--- src/rtl/bitslip_aligner.sv ---
// bitslip_aligner: ISERDES word-alignment sequencer for the digitizer ADC lanes.
// Visits each enabled channel, bitslipping it until its word matches the test pattern.
module bitslip_aligner #(
    parameter int nch       = 8,
    parameter int dw        = 16,
    parameter int settle    = 16,
    parameter int checks    = 4,
    parameter int max_slips = 8
) (
    input  logic              clk,
    input  logic              rst_n,
    input  logic              start,
    input  logic              abort,
    input  logic [nch-1:0]    chan_mask,
    input  logic [dw-1:0]     pattern,
    input  logic [nch*dw-1:0] adc_data,
    output logic [nch-1:0]    bitslip,
    output logic              busy,
    output logic              done,
    output logic [nch-1:0]    aligned,
    output logic [nch-1:0]    fail,
    output logic [nch*4-1:0]  slip_count
);

    // state   | meaning
    // IDLE    | waiting for start
    // SEL     | pick next pending channel, load settle timer
    // SETTLE  | wait for data to settle after select or slip
    // CHECK   | compare selected word against pattern
    // SLIP    | one-cycle bitslip pulse on the selected channel
    // DONE    | one-cycle done pulse, then back to IDLE

    localparam int CW = (nch > 1) ? $clog2(nch) : 1;
    localparam int TW = $clog2(settle + 1);
    localparam int MW = $clog2(checks + 1);

    typedef enum logic [2:0] {
        ST_IDLE,
        ST_SEL,
        ST_SETTLE,
        ST_CHECK,
        ST_SLIP,
        ST_DONE
    } state_t;

    state_t          state;
    state_t          state_nx;
    logic [nch-1:0]  pend;
    logic [CW-1:0]   ch;
    logic [TW-1:0]   timer;
    logic [MW-1:0]   match_cnt;

    logic            found;
    logic [CW-1:0]   pick_idx;
    logic [dw-1:0]   cur_word;
    logic [3:0]      cur_slips;
    logic            is_match;
    logic            last_match;
    logic            slips_exhausted;
    logic [nch-1:0]  slip_onehot;

    // Pending bits are cleared as channels are taken, so the lowest set bit
    // is always the next channel above the previous one.
    always_comb begin
        found    = 1'b0;
        pick_idx = '0;
        for (int i = nch - 1; i >= 0; i--) begin
            if (pend[i]) begin
                found    = 1'b1;
                pick_idx = CW'(i);
            end
        end
    end

    always_comb begin
        cur_word        = adc_data[int'(ch)*dw +: dw];
        cur_slips       = slip_count[int'(ch)*4 +: 4];
        is_match        = (cur_word == pattern);
        last_match      = is_match && (match_cnt == MW'(checks - 1));
        slips_exhausted = (cur_slips == 4'(max_slips));
        slip_onehot     = nch'(1) << ch;
    end

    always_ff @(posedge clk or negedge rst_n) begin
        if (!rst_n) begin
            state <= ST_IDLE;
        end else begin
            state <= state_nx;
        end
    end

    always_comb begin
        state_nx = state;
        case (state)
            ST_IDLE: begin
                if (start) begin
                    state_nx = ST_SEL;
                end
            end
            ST_SEL: begin
                state_nx = found ? ST_SETTLE : ST_DONE;
            end
            ST_SETTLE: begin
                if (timer == '0) begin
                    state_nx = ST_CHECK;
                end
            end
            ST_CHECK: begin
                if (is_match) begin
                    state_nx = last_match ? ST_SEL : ST_CHECK;
                end else begin
                    state_nx = slips_exhausted ? ST_SEL : ST_SLIP;
                end
            end
            ST_SLIP: begin
                state_nx = ST_SETTLE;
            end
            ST_DONE: begin
                state_nx = ST_IDLE;
            end
            default: begin
                state_nx = ST_IDLE;
            end
        endcase
        // Abort overrides everything once busy; in IDLE a coincident start wins.
        if (abort && (state != ST_IDLE)) begin
            state_nx = ST_IDLE;
        end
    end

    // Outputs are registered from the next state so they line up with the state they describe.
    always_ff @(posedge clk or negedge rst_n) begin
        if (!rst_n) begin
            busy    <= 1'b0;
            done    <= 1'b0;
            bitslip <= '0;
        end else begin
            busy    <= (state_nx != ST_IDLE);
            done    <= (state_nx == ST_DONE);
            bitslip <= (state_nx == ST_SLIP) ? slip_onehot : '0;
        end
    end

    always_ff @(posedge clk or negedge rst_n) begin
        if (!rst_n) begin
            pend      <= '0;
            ch        <= '0;
            timer     <= '0;
            match_cnt <= '0;
        end else begin
            case (state)
                ST_IDLE: begin
                    if (start) begin
                        pend <= chan_mask;
                    end
                end
                ST_SEL: begin
                    if (found) begin
                        ch             <= pick_idx;
                        pend[pick_idx] <= 1'b0;
                        timer          <= TW'(settle - 1);
                    end
                end
                ST_SETTLE: begin
                    match_cnt <= '0;
                    if (timer != '0) begin
                        timer <= timer - TW'(1);
                    end
                end
                ST_CHECK: begin
                    if (is_match) begin
                        match_cnt <= match_cnt + MW'(1);
                    end
                end
                ST_SLIP: begin
                    timer <= TW'(settle - 1);
                end
                default: begin
                end
            endcase
        end
    end

    // Result flags and slip counters; partial values survive an abort.
    always_ff @(posedge clk or negedge rst_n) begin
        if (!rst_n) begin
            aligned    <= '0;
            fail       <= '0;
            slip_count <= '0;
        end else begin
            case (state)
                ST_IDLE: begin
                    if (start) begin
                        aligned    <= '0;
                        fail       <= '0;
                        slip_count <= '0;
                    end
                end
                ST_CHECK: begin
                    if (state_nx == ST_SEL) begin
                        if (is_match) begin
                            aligned[ch] <= 1'b1;
                        end else begin
                            fail[ch] <= 1'b1;
                        end
                    end
                end
                ST_SLIP: begin
                    slip_count[int'(ch)*4 +: 4] <= cur_slips + 4'd1;
                end
                default: begin
                end
            endcase
        end
    end

endmodule

--- config.mk ---
export PLATFORM = sky130hd
export DESIGN_NAME = bitslip_aligner
export DESIGN_NICKNAME = d
export VERILOG_FILES = /design/src/rtl/bitslip_aligner.sv
export SDC_FILE = /design/constraint.sdc
export NUM_CORES = 1
export LEC_CHECK = 0
export CORE_MARGIN = 4
export CORE_UTILIZATION = 33
export CTS_BUF_LIST = sky130_fd_sc_hd__clkbuf_2 sky130_fd_sc_hd__clkbuf_4 sky130_fd_sc_hd__clkbuf_8
export CTS_CLUSTER_SIZE = 12
export DETAILED_ROUTE_END_ITERATION = 10
export PLACE_DENSITY = 0.73
export SLEW_MARGIN = 20
export SYNTH_ARGS = -nofsm -noshare
export SYNTH_HDL_FRONTEND = slang
export SYNTH_SLANG_ARGS = --single-unit
--- constraint.sdc ---
create_clock -name clk -period 2.71 [get_ports clk]
set_input_delay 0.813 -clock clk [delete_from_list [all_inputs] [get_ports clk]]
set_output_delay 0.813 -clock clk [all_outputs]
set_load 0.05 [all_outputs]
==> Flow_metrics.wiki, run 1 <==
{| class="wikitable"
! Metric !! Value
|-
| Number of buffer and inverter instances along the worst setup path || 2
|-
| GRT Resource Usage Total || 19.5%
|-
| Routed wire length || 18900 µm
|-
| Largest net degree at the start of global routing || 55
|-
| Total half-perimeter wirelength after legalization and detailed placement || 14300 µm
|-
| Filler cells || 1395
|-
| Via count || 5132
|-
| Num CTS Buffers || 9
|-
| Final slew viol count || 0
|-
| Kind of path behind the tightest hold check || in -> async
|-
| Normalized max-slew margin || 53.5%
|-
| Worst setup skew after layout || 0.0135 ns
|-
| Seq/Total Area, Yosys || 38.5%
|-
| Starting DRT DRC Count || 399
|-
| P_sw || 0.00255 W
|-
| Die Span X || 134 µm
|-
| Port Buffers || 213
|-
| Unrepaired setup endpoints after global routing || true
|-
| GR Overflow Total || 0
|-
| Synthesis Warnings || 0
|-
| First-pass GRT wire length || 27400 µm
|-
| Core area || 15300 µm²
|-
| Average detailed-routed wire length per instance || 19.3 µm
|-
| Post-synth EDFFs || 0
|-
| Yosys cell types || 52
|-
| Run status || finished clean
|-
| Arrival time at the worst endpoint || 2.88 ns
|-
| Final antenna-violating net count || 0
|-
| Worst-Skew Late Latency || 0.37 ns
|-
| Die ar. || 17800 µm²
|-
| Leakage power summed over all cells || 3.58 nW
|-
| Kind of launch point of the worst setup path || input pin
|-
| Required arrival time at the worst endpoint || 2.96 ns
|-
| Synthesized netlist net count || 696
|-
| Gate family responsible for the most delay along the worst path || multiplexers
|-
| Crit path time final || 2.63 ns
|-
| Register share of total power || 25.9%
|-
| Number of design rule violations left after detail routing || 0
|-
| Final TNS setup || 0 ns
|-
| Main flop type after synthesis || sky130_fd_sc_hd__dfrtp_1
|-
| Final setup violation count || 0
|-
| Clock Power Share || 15.4%
|-
| Switching fraction of total power || 43.8%
|-
| Critical Path Sink Type || flip-flop
|-
| Clock root cell || sky130_fd_sc_hd__clkbuf_8
|-
| Async set or reset register ratio after synthesis || 100%
|-
| Drt first pass iters || 5
|-
| CP cell instances || clkdlybuf4s50_1 > mux4_2 > mux2i_1 > xor2_1 > nand2_1 > nor2_1 > and4_4 > buf_6 > o22ai_1
|-
| Clock tree from TritonCTS || done
|-
| Hold Violations, Final || 0
|-
| Initial antenna violation count || 0
|-
| Post-layout util || 53.7%
|-
| Number of flip-flops and latches in the synthesized netlist || 80
|-
| Syn avg cell area || 9.85 µm²
|-
| Number of I/O pins || 214
|-
| Area added between synthesis and finish || 58.1%
|-
| Slowest cell on the critical path || sky130_fd_sc_hd__mux4_2
|-
| Least-Margin Pin Slew || 0.697 ns
|-
| Die outline height || 134 µm
|-
| Clock buffer depth || 2
|-
| Maximum fanout count along the critical path || 6
|-
| Total Nets Final || 931
|-
| Ratio of cells with drive above 1 in the final layout || 16.8%
|-
| CTS clk-pin slew, worst paths || 0.10 ns
|-
| Vias in the first global route || 5022
|-
| Clk sink count || 80
|-
| CTS H-tree depth || 3
|-
| Portion of total power attributed to combinational logic || 58.7%
|-
| CP peak stage delay || 0.46 ns
|-
| Number of maximum-capacitance constraint violations || 0
|-
| Ratio of routed vias to standard cells || 5.24
|-
| Antenna diode count || 0
|-
| Final weighted congestion of routability-driven global placement || 0.836
|-
| Initial Utilization || 34.0%
|-
| Netlist Area Pre-Place || 5200 µm²
|-
| Quantity of hold-fixing buffers added after cts || 0
|-
| Row cnt || 45
|-
| Syn Inst Count || 528
|-
| Critical setup path kind || in -> reg
|-
| Period Utilization, post-route || 97.1%
|-
| Peak supply drop || 357 µV
|-
| Internal power of the cells || 0.00327 W
|-
| Pwr Density || 707 nW/µm²
|-
| Maximum clock frequency || 380 MHz
|}
## what timing repair did
action                     in CTS  in global routing
gates resized for setup         1                 54
setup endpoints to repair      21                 34
pin swaps                       0                 11
buffers inserted                0                  4
cloned                          0                  3
## worst paths after layout
| path | from | to | slack (ns) | cells past startpoint |
|---|---|---|---|---|
| setup / recovery | adc_data[83] | state[2]$_DFF_PN0_ | 0.08 | 9 |
| min in group clk | aligned[4]$_DFFE_PN0P_ | aligned[4]$_DFFE_PN0P_ | 0.49 | 2 |
| setup reg to reg | ch[0]$_DFFE_PN0P_ | state[2]$_DFF_PN0_ | 0.10 | 9 |
| hold / removal | rst_n | pend[2]$_DFFE_PN0P_ | 0.48 | 1 |
| hold reg to reg | aligned[4]$_DFFE_PN0P_ | aligned[4]$_DFFE_PN0P_ | 0.49 | 2 |
| max in group asynchronous | rst_n | bitslip[5]$_DFF_PN0_ | 1.63 | 2 |
## power by group through the flow
stage | Sequential [W] | Combinational [W] | Clock, W
after global placement | 0.00152 | 0.00309 | 0
after CTS | 0.00150 | 0.00314 | 0.000911
after floorplan | 0.00152 | 0.00207 | 0
after global routing | 0.00153 | 0.00369 | 0.000955
after detailed placement | 0.00152 | 0.00313 | 0
final | 0.00151 | 0.00342 | 0.000895
## cells in the final DEF (no fill, tap or decap), types with 4 or more instances in the layout
cell | Yosys | final
sky130_fd_sc_hd__a21oi_1 | 13 | 13
sky130_fd_sc_hd__nand3b_1 | 4 | 4
sky130_fd_sc_hd__nand2b_1 | 6 | 6
sky130_fd_sc_hd__nand2_1 | 69 | 69
sky130_fd_sc_hd__a221o_1 | 4 | 4
sky130_fd_sc_hd__nand4_1 | 10 | 10
sky130_fd_sc_hd__dfrtp_1 | 80 | 77
sky130_fd_sc_hd__mux2i_1 | 35 | 30
sky130_fd_sc_hd__inv_1 | 17 | 17
sky130_fd_sc_hd__nand3_1 | 32 | 32
sky130_fd_sc_hd__ha_1 | 12 | 12
sky130_fd_sc_hd__nor2_1 | 21 | 21
sky130_fd_sc_hd__a31oi_1 | 5 | 5
sky130_fd_sc_hd__o21ai_0 | 29 | 28
sky130_fd_sc_hd__o22ai_1 | 14 | 14
sky130_fd_sc_hd__buf_6 | 4 | 5
sky130_fd_sc_hd__clkdlybuf4s50_1 | 0 | 181
sky130_fd_sc_hd__clkbuf_8 | 0 | 9
sky130_fd_sc_hd__mux4_2 | 18 | 18
sky130_fd_sc_hd__nor4_1 | 6 | 6
sky130_fd_sc_hd__nor3_1 | 6 | 6
sky130_fd_sc_hd__nor4b_2 | 4 | 5
sky130_fd_sc_hd__dlymetal6s2s_1 | 0 | 31
sky130_fd_sc_hd__xor2_1 | 14 | 14
sky130_fd_sc_hd__buf_4 | 2 | 31
sky130_fd_sc_hd__a221oi_1 | 7 | 7
sky130_fd_sc_hd__mux2i_2 | 0 | 5
sky130_fd_sc_hd__mux2_2 | 25 | 25
sky130_fd_sc_hd__nor2b_1 | 6 | 6
sky130_fd_sc_hd__o21ai_1 | 19 | 19
## per-layer routing
metal  up-vias  GRT usage [%]  share of wire (%)
li1       2412              -                  -
met1      2485           24.9                 43
met2       206           33.6                 49
met3        29           3.70                6.4
met4         0           5.66                1.8
met5         -              0                  0
## cells by family (layout without fill, tap and decap cells)
logic type,after synthesis,count (layout),share of synthesized area [%]
flops,80,80,38.5
fa+ha+maj,13,13,3.08
mux,78,78,19.9
xor+xnor,16,16,2.69
simple gates,185,185,18.4
compound gates,106,106,12.6
buf+inv,50,290,4.81
## state kept, by name (all words and copies together) (netlist names)
name,cells
timer,5
match_cnt,3
aligned,8
slip_count,32
pend,8
fail,8
busy,1
state,3
bitslip,8
done,1
ch,3
## area by class of cell
cell class              count  area [µm²]  share of cell area, %
inverters                  18        67.6                  0.822
multi-input cells         398        3010                   36.6
clock inverters             7        72.6                  0.882
flip-flops and latches     80        2010                   24.4
clock buffers               9         124                   1.51
well taps                 211         264                   3.21
repair buffers            256        2670                   32.5
## stage by stage
stage | instance area [µm²] | setup slack, ns | hold slack, ns | cells | total power, W
final | 8220 | 0.0787 | 0.475 | 979 | 0.00582
after global routing | 8220 | -0.0339 | 0.530 | 979 | 0.00617
after CTS | 7940 | 0.0292 | 0.500 | 972 | 0.00556
after detailed placement | 7740 | -0.381 | 0.476 | 956 | 0.00465
after global placement | 7740 | -0.360 | 0.471 | 956 | 0.00461
after floorplan | 5210 | 0.0784 | 0.452 | 528 | 0.00359
## cell usage after synthesis (all sizes together), types with 13 or more instances
library cell / count / area (µm²)
o22ai: 14 / 87.6
nand2: 69 / 259
a21oi: 13 / 65.1
mux4: 18 / 405
mux2: 25 / 282
xor2: 14 / 123
nor2: 21 / 78.8
inv: 18 / 67.6
nand3: 32 / 160
dfrtp: 80 / 2000
buf: 20 / 138
mux2i: 35 / 350
o21ai: 48 / 240
Power figures use the tool's default switching activity.
==> run 2, diff against run 1 <==
- GPL_TIMING_DRIVEN: not set -> 0
==> Flow_metrics.wiki, run 2 (synthesis gave the netlist of run 1 again) <==
{| class="wikitable"
! Metric !! Value
|-
| Run status || finished clean
|-
| Placed standard-cell area || 7620 µm² (-1.6%)
|-
| Arrival time at the worst endpoint || 2.94 ns (+0.06 ns)
|-
| First-pass GRT wire length || 29200 µm (+6.4%)
|-
| Largest net degree at the start of global routing || 42 (-24%)
|-
| Required arrival time at the worst endpoint || 2.95 ns (about the same)
|-
| Antenna diode count || 0 (unchanged)
|-
| Maximum clock frequency || 371 MHz (-2.5%)
|-
| Number of maximum-capacitance constraint violations || 0 (unchanged)
|-
| Leakage power summed over all cells || 3.43 nW (-4.2%)
|-
| Drt first pass iters || 5 (unchanged)
|-
| Num CTS Buffers || 9 (unchanged)
|-
| Unrepaired setup endpoints after global routing || true
|-
| Least-Margin Pin Slew || 0.719 ns (+0.0218 ns)
|-
| Commonest cells after routing, fill and taps aside || 162 x sky130_fd_sc_hd__clkdlybuf4s50_1, 78 x sky130_fd_sc_hd__dfrtp_1, 66 x sky130_fd_sc_hd__nand2_1
|-
| GRT Resource Usage Total || 21.0% (+1.5 points)
|-
| Number of I/O pins || 214 (unchanged)
|-
| Critical Path Sink Type || flip-flop
|-
| Critical setup path kind || in -> reg
|-
| Ratio of cells with drive above 1 in the final layout || 19.8% (+3.0 points)
|-
| Initial antenna violation count || 0 (unchanged)
|-
| Register name with the most flops || slip_count
|-
| Final slew viol count || 0 (unchanged)
|-
| Starting DRT DRC Count || 406 (+1.8%)
|-
| Average detailed-routed wire length per instance || 19.7 µm (+1.7%)
|-
| Die outline height || 134 µm (unchanged)
|-
| Vias in the first global route || 5234 (+4.2%)
|-
| Reg2reg setup slack || 0.06 ns (-0.04 ns)
|-
| Largest register FFs || 32 (unchanged)
|-
| Total Nets Final || 937 (+0.64%)
|-
| Pwr Density || 722 nW/µm² (+2.1%)
|-
| Origin of the critical flop-to-flop path || ch[0]$_DFFE_PN0P_
|-
| Initial Utilization || 34.0% (unchanged)
|-
| Crit path time final || 2.70 ns (+0.0674 ns)
|-
| Setup slack after layout || 0.0113 ns (-0.0674 ns)
|-
| Clock tree from TritonCTS || done
|-
| Clk sink count || 80 (unchanged)
|-
| Normalized max-slew margin || 51.9% (-1.6 points)
|-
| Period Utilization, post-route || 99.6% (+2.5 points)
|-
| Core area || 15300 µm² (unchanged)
|-
| Cells on worst reg2reg path || 11 (+2)
|-
| Final setup violation count || 0 (unchanged)
|-
| Final antenna-violating net count || 0 (unchanged)
|-
| Number of design rule violations left after detail routing || 0 (unchanged)
|-
| Via count || 5152 (+0.39%)
|-
| CTS clk-pin slew, worst paths || 0.08 ns (-0.02 ns)
|-
| Total half-perimeter wirelength after legalization and detailed placement || 14900 µm (+4.4%)
|-
| Ratio of routed vias to standard cells || 5.24 (about the same)
|-
| Quantity of hold-fixing buffers added after cts || 0 (unchanged)
|-
| Peak supply drop || 390 µV (+9.2%)
|-
| CTS H-tree depth || 3 (unchanged)
|-
| Kind of launch point of the worst setup path || input pin
|-
| Kind of path behind the tightest hold check || in -> async
|-
| GR Overflow Total || 0 (unchanged)
|-
| Worst setup skew after layout || 0.00958 ns (-0.00391 ns)
|-
| Design Area, Final || 8280 µm² (+0.71%)
|-
| Hold Violations, Final || 0 (unchanged)
|-
| Area added between synthesis and finish || 59.2%
|-
| Routed wire length || 19300 µm (+2.1%)
|-
| Filler cells || 1412 (+1.2%)
|-
| Worst-Skew Late Latency || 0.36 ns (about the same)
|-
| Commonest non-fill, non-tap cell in the layout || sky130_fd_sc_hd__clkdlybuf4s50_1
|-
| Setup slack at placement || -0.710 ns (-0.329 ns)
|-
| Final weighted congestion of routability-driven global placement || 0.886 (+5.9%)
|-
| Die ar. || 17800 µm² (unchanged)
|-
| Row cnt || 45 (unchanged)
|-
| Die Span X || 134 µm (unchanged)
|-
| Clock buffer depth || 2 (unchanged)
|-
| Clock root cell || sky130_fd_sc_hd__clkbuf_8
|-
| FF-to-FF End || match_cnt[2]$_DFFE_PN0P_
|-
| Maximum fanout count along the critical path || 10 (+4)
|-
| Port Buffers || 213 (unchanged)
|}
-- run 2: cell types whose count changed in the layout (fill, tap and decap cells not counted), moves of 8 or more --
cell / previous run / this run
sky130_fd_sc_hd__dlygate4sd2_1: 0 / 48
sky130_fd_sc_hd__clkdlybuf4s50_1: 181 / 162
sky130_fd_sc_hd__clkbuf_1: 0 / 9
sky130_fd_sc_hd__buf_4: 31 / 17
sky130_fd_sc_hd__o21ai_2: 1 / 9
sky130_fd_sc_hd__o21ai_1: 19 / 10
sky130_fd_sc_hd__dlymetal6s2s_1: 31 / 2
-- run 2: repair_timing --
| action | CTS | global route |
|---|---|---|
| pin swaps | 23 | 17 |
| endpoints found under the hold margin | 0 | 0 |
| cloned | 1 | 0 |
| endpoints found under the setup margin | 58 | 50 |
| setup buffers | 12 | 6 |
| resized for setup | 98 | 35 |
-- run 2: how the worst max path moves through the flow --
stage,startpoint,endpoint,cells after the start
after floorplan,ch[0]$_DFFE_PN0P_,slip_count[29]$_DFFE_PN0P_,9
after global placement,rst_n,bitslip[5]$_DFF_PN0_,1
after detailed placement,ch[1]$_DFFE_PN0P_,slip_count[29]$_DFFE_PN0P_,8
after CTS,ch[1]$_DFFE_PN0P_,state[2]$_DFF_PN0_,9
after global routing,adc_data[7],match_cnt[1]$_DFFE_PN0P_,10
final,adc_data[14],match_cnt[2]$_DFFE_PN0P_,10
-- run 2: report_power, final --
group | switching, W | internal, W | leakage (nW)
Sequential | 0.000129 | 0.00133 | 1.08
Combinational | 0.00205 | 0.00161 | 2.25
Clock | 0.000422 | 0.000451 | 0.0987
-- run 2: cell type report --
cell class | count | area (µm²) | area share (%)
timing repair buffer | 233 | 2310 | 27.9
multi-input combinational | 398 | 3190 | 38.6
clock inverter | 3 | 43.8 | 0.529
inverter | 18 | 75.1 | 0.906
sequential | 80 | 2000 | 24.2
buffer | 29 | 245 | 2.96
clock buffer | 11 | 145 | 1.75
tap | 211 | 264 | 3.19
-- run 2: through the flow --
stage	instances	utilization (%)	setup TNS (ns)	power, W	hold slack, ns
6_report	983	54.1	0	0.00598	0.423
5_1_grt	983	54.1	-1.09	0.00637	0.453
4_1_cts	979	52.8	0	0.00573	0.435
3_5_place_dp	953	49.8	-24.05	0.00457	0.476
3_3_place_gp	952	49.7	-189.53	0.00454	0.469
2_1_floorplan	528	-	0	0.00359	0.452
-- run 2: critical path, cell delays in order --
cell,delay [ns]
sky130_fd_sc_hd__clkdlybuf4s50_1,0.44
sky130_fd_sc_hd__mux2_2,0.29
sky130_fd_sc_hd__o22ai_2,0.15
sky130_fd_sc_hd__or3_1,0.12
sky130_fd_sc_hd__nand4_1,0.20
sky130_fd_sc_hd__buf_4,0.22
sky130_fd_sc_hd__nor3_2,0.20
sky130_fd_sc_hd__nand4_1,0.18
sky130_fd_sc_hd__buf_6,0.20
sky130_fd_sc_hd__mux2i_1,0.12
-- run 2: metal layers --
| layer | up-vias | share of wire [%] | global-route usage [%] |
|---|---|---|---|
| met5 | - | 0 | 0 |
| met4 | 0 | 3.0 | 9.20 |
| met3 | 39 | 7.3 | 4.91 |
| met2 | 223 | 48 | 34.4 |
| met1 | 2464 | 41 | 26.5 |
| li1 | 2426 | - | - |
==> run 3, diff against run 2 <==
- clock period: 2.71 -> 2.3 ns (I/O delays scaled with it)
==> Flow_metrics.wiki, run 3 (synthesis gave the netlist of run 1 again) <==
{| class="wikitable"
! Metric !! Value
|-
| Vias in the first global route || 5334 (+1.9%)
|-
| Setup slack at placement || -0.819 ns (-0.109 ns)
|-
| Arrival time at the worst endpoint || 2.93 ns (about the same)
|-
| Slowest cell on the critical path || sky130_fd_sc_hd__dfrtp_2
|-
| Reg2reg setup slack || -0.36 ns (-0.42 ns)
|-
| Least-Margin Pin Slew || 0.668 ns (-0.0508 ns)
|-
| Die Span X || 134 µm (unchanged)
|-
| Number of design rule violations left after detail routing || 0 (unchanged)
|-
| Kind of launch point of the worst setup path || flip-flop
|-
| Total Nets Final || 948 (+1.2%)
|-
| Clk sink count || 80 (unchanged)
|-
| Total half-perimeter wirelength after legalization and detailed placement || 15000 µm (+0.36%)
|-
| Antenna diode count || 0 (unchanged)
|-
| Ratio of cells with drive above 1 in the final layout || 23.1% (+3.2 points)
|-
| Final antenna-violating net count || 0 (unchanged)
|-
| Register name with the most flops || slip_count
|-
| Leakage power summed over all cells || 3.87 nW (+13%)
|-
| CTS H-tree depth || 3 (unchanged)
|-
| Number of buffer and inverter instances along the worst setup path || 5 (+2)
|-
| Violations in the final reports || negative setup slack
|-
| Drt first pass iters || 5 (unchanged)
|-
| Period Utilization, post-route || 116%
|-
| Commonest cells after routing, fill and taps aside || 160 x sky130_fd_sc_hd__clkdlybuf4s50_1, 74 x sky130_fd_sc_hd__dfrtp_1, 66 x sky130_fd_sc_hd__nand2_1
|-
| Maximum clock frequency || 375 MHz
|-
| Largest register FFs || 32 (unchanged)
|-
| Number of maximum-capacitance constraint violations || 0 (unchanged)
|-
| CTS clk-pin slew, worst paths || 0.09 ns (about the same)
|-
| Number of I/O pins || 214 (unchanged)
|-
| Initial Utilization || 34.0% (unchanged)
|-
| Via count || 5341 (+3.7%)
|-
| FF-to-FF End || bitslip[1]$_DFF_PN0_
|-
| Final weighted congestion of routability-driven global placement || 0.894 (+0.97%)
|-
| Ratio of routed vias to standard cells || 5.36 (+2.3%)
|-
| Row cnt || 45 (unchanged)
|-
| Worst-Skew Late Latency || 0.38 ns (+0.02 ns)
|-
| Design Area, Final || 8660 µm² (+4.5%)
|-
| Average detailed-routed wire length per instance || 20.3 µm (+3.4%)
|-
| Clock root cell || sky130_fd_sc_hd__clkbuf_8
|-
| GR Overflow Total || 0 (unchanged)
|-
| Post-layout util || 56.5% (+2.4 points)
|-
| Gate family responsible for the most delay along the worst path || buffers and inverters
|-
| Num CTS Buffers || 9 (unchanged)
|-
| Critical setup path kind || reg -> reg
|-
| CP peak stage delay || 0.50 ns (+0.06 ns)
|-
| Initial antenna violation count || 0 (unchanged)
|-
| Required arrival time at the worst endpoint || 2.57 ns (-0.38 ns)
|-
| Core area || 15300 µm² (unchanged)
|-
| Crit path time final || 2.66 ns
|-
| GRT Resource Usage Total || 21.5% (+0.51 points)
|-
| Final setup violation count || 59 (+59)
|-
| Hold Violations, Final || 0 (unchanged)
|-
| Clock tree from TritonCTS || done
|-
| Final slew viol count || 0 (unchanged)
|-
| Worst setup skew after layout || 0.0121 ns (+0.00248 ns)
|-
| Unrepaired setup endpoints after global routing || true
|-
| Starting DRT DRC Count || 406 (unchanged)
|-
| Origin of the critical flop-to-flop path || ch[0]$_DFFE_PN0P_
|-
| Critical Path Sink Type || flip-flop
|-
| Clock buffer depth || 2 (unchanged)
|-
| CP cell instances || buf_12 > buf_12 > buf_12 > mux2i_1 > a221oi_1 > xor2_1 > nor3_4 > and4_1 > buf_6 > buf_12 > nor4b_4
|-
| Setup slack after layout || -0.363 ns (-0.375 ns)
|-
| First-pass GRT wire length || 29900 µm (+2.4%)
|-
| Final TNS setup || -11.45 ns (-11.45 ns)
|-
| Area added between synthesis and finish || 66.4%
|-
| Pwr Density || 869 nW/µm² (+20%)
|-
| Run status || finished, violations left
|-
| Normalized max-slew margin || 55.3% (+3.4 points)
|-
| Total power || 0.00752 W (+26%)
|-
| Port Buffers || 213 (unchanged)
|-
| Peak supply drop || 427 µV (+9.4%)
|-
| Placed standard-cell area || 7720 µm² (+1.3%)
|-
| Routed wire length || 20200 µm (+4.8%)
|-
| Most frequent cell on the critical path || sky130_fd_sc_hd__buf_12
|-
| Die ar. || 17800 µm² (unchanged)
|-
| Kind of path behind the tightest hold check || in -> async
|-
| Largest net degree at the start of global routing || 48 (+14%)
|-
| Commonest non-fill, non-tap cell in the layout || sky130_fd_sc_hd__clkdlybuf4s50_1
|-
| Cells on worst reg2reg path || 11 (unchanged)
|-
| Die outline height || 134 µm (unchanged)
|-
| Maximum fanout count along the critical path || 6 (-4)
|}
[run 3: worst max-delay path by stage]
| stage | from | endpoint | slack (ns) | depth (start not counted) |
|---|---|---|---|---|
| after floorplan | adc_data[91] | state[2]$_DFF_PN0_ | -0.06 | 9 |
| after global placement | rst_n | slip_count[21]$_DFFE_PN0P_ | -2.59 | 1 |
| after detailed placement | adc_data[98] | state[2]$_DFF_PN0_ | -0.82 | 10 |
| after CTS | ch[0]$_DFFE_PN0P_ | state[2]$_DFF_PN0_ | -0.36 | 11 |
| after global routing | ch[0]$_DFFE_PN0P_ | aligned[1]$_DFFE_PN0P_ | -0.45 | 10 |
| final | ch[0]$_DFFE_PN0P_ | bitslip[1]$_DFF_PN0_ | -0.36 | 11 |
[run 3: area by class of cell]
| cell class | count | area [µm²] |
|---|---|---|
| fill | 1340 | 6660 |
| clock buffer | 11 | 139 |
| tap | 211 | 264 |
| buffer | 29 | 277 |
| inverter | 18 | 83.8 |
| multi-input combinational | 398 | 3330 |
| sequential | 80 | 2010 |
| timing repair buffer | 244 | 2500 |
| clock inverter | 5 | 56.3 |
[run 3: report_power, final]
| part | switching (W) | internal [W] | total [W] | leakage (nW) |
|---|---|---|---|---|
| Combinational | 0.00256 | 0.00216 | 0.00472 | 2.70 |
| Clock | 0.000540 | 0.000526 | 0.00107 | 0.101 |
| Sequential | 0.000172 | 0.00156 | 0.00173 | 1.07 |
| Total | 0.00327 | 0.00425 | 0.00752 | 3.87 |
[run 3: through the flow]
step | std cells | hold WS (ns)
2_1_floorplan | 528 | 0.394
3_3_place_gp | 952 | 0.470
3_5_place_dp | 953 | 0.481
4_1_cts | 989 | 0.274
5_1_grt | 996 | 0.288
6_report | 996 | 0.264
[run 3: layer usage]
layer | share of wire [%] | global-route usage (%) | vias up | routed length (µm)
met5 | 0 | 0 | - | 0
met4 | 2.1 | 5.60 | 0 | 428
met3 | 7.2 | 5.44 | 41 | 1460
met2 | 51 | 38.3 | 250 | 10200
met1 | 40 | 25.8 | 2582 | 8120
li1 | - | - | 2468 | -
[run 3: what timing repair did]
| action | CTS | global route |
|---|---|---|
| hold buffers | 0 | 0 |
| gates resized for setup | 105 | 65 |
| gates cloned | 2 | 3 |
| endpoints found under the setup margin | 74 | 84 |
| buffers inserted | 20 | 6 |
| pin swaps | 22 | 25 |
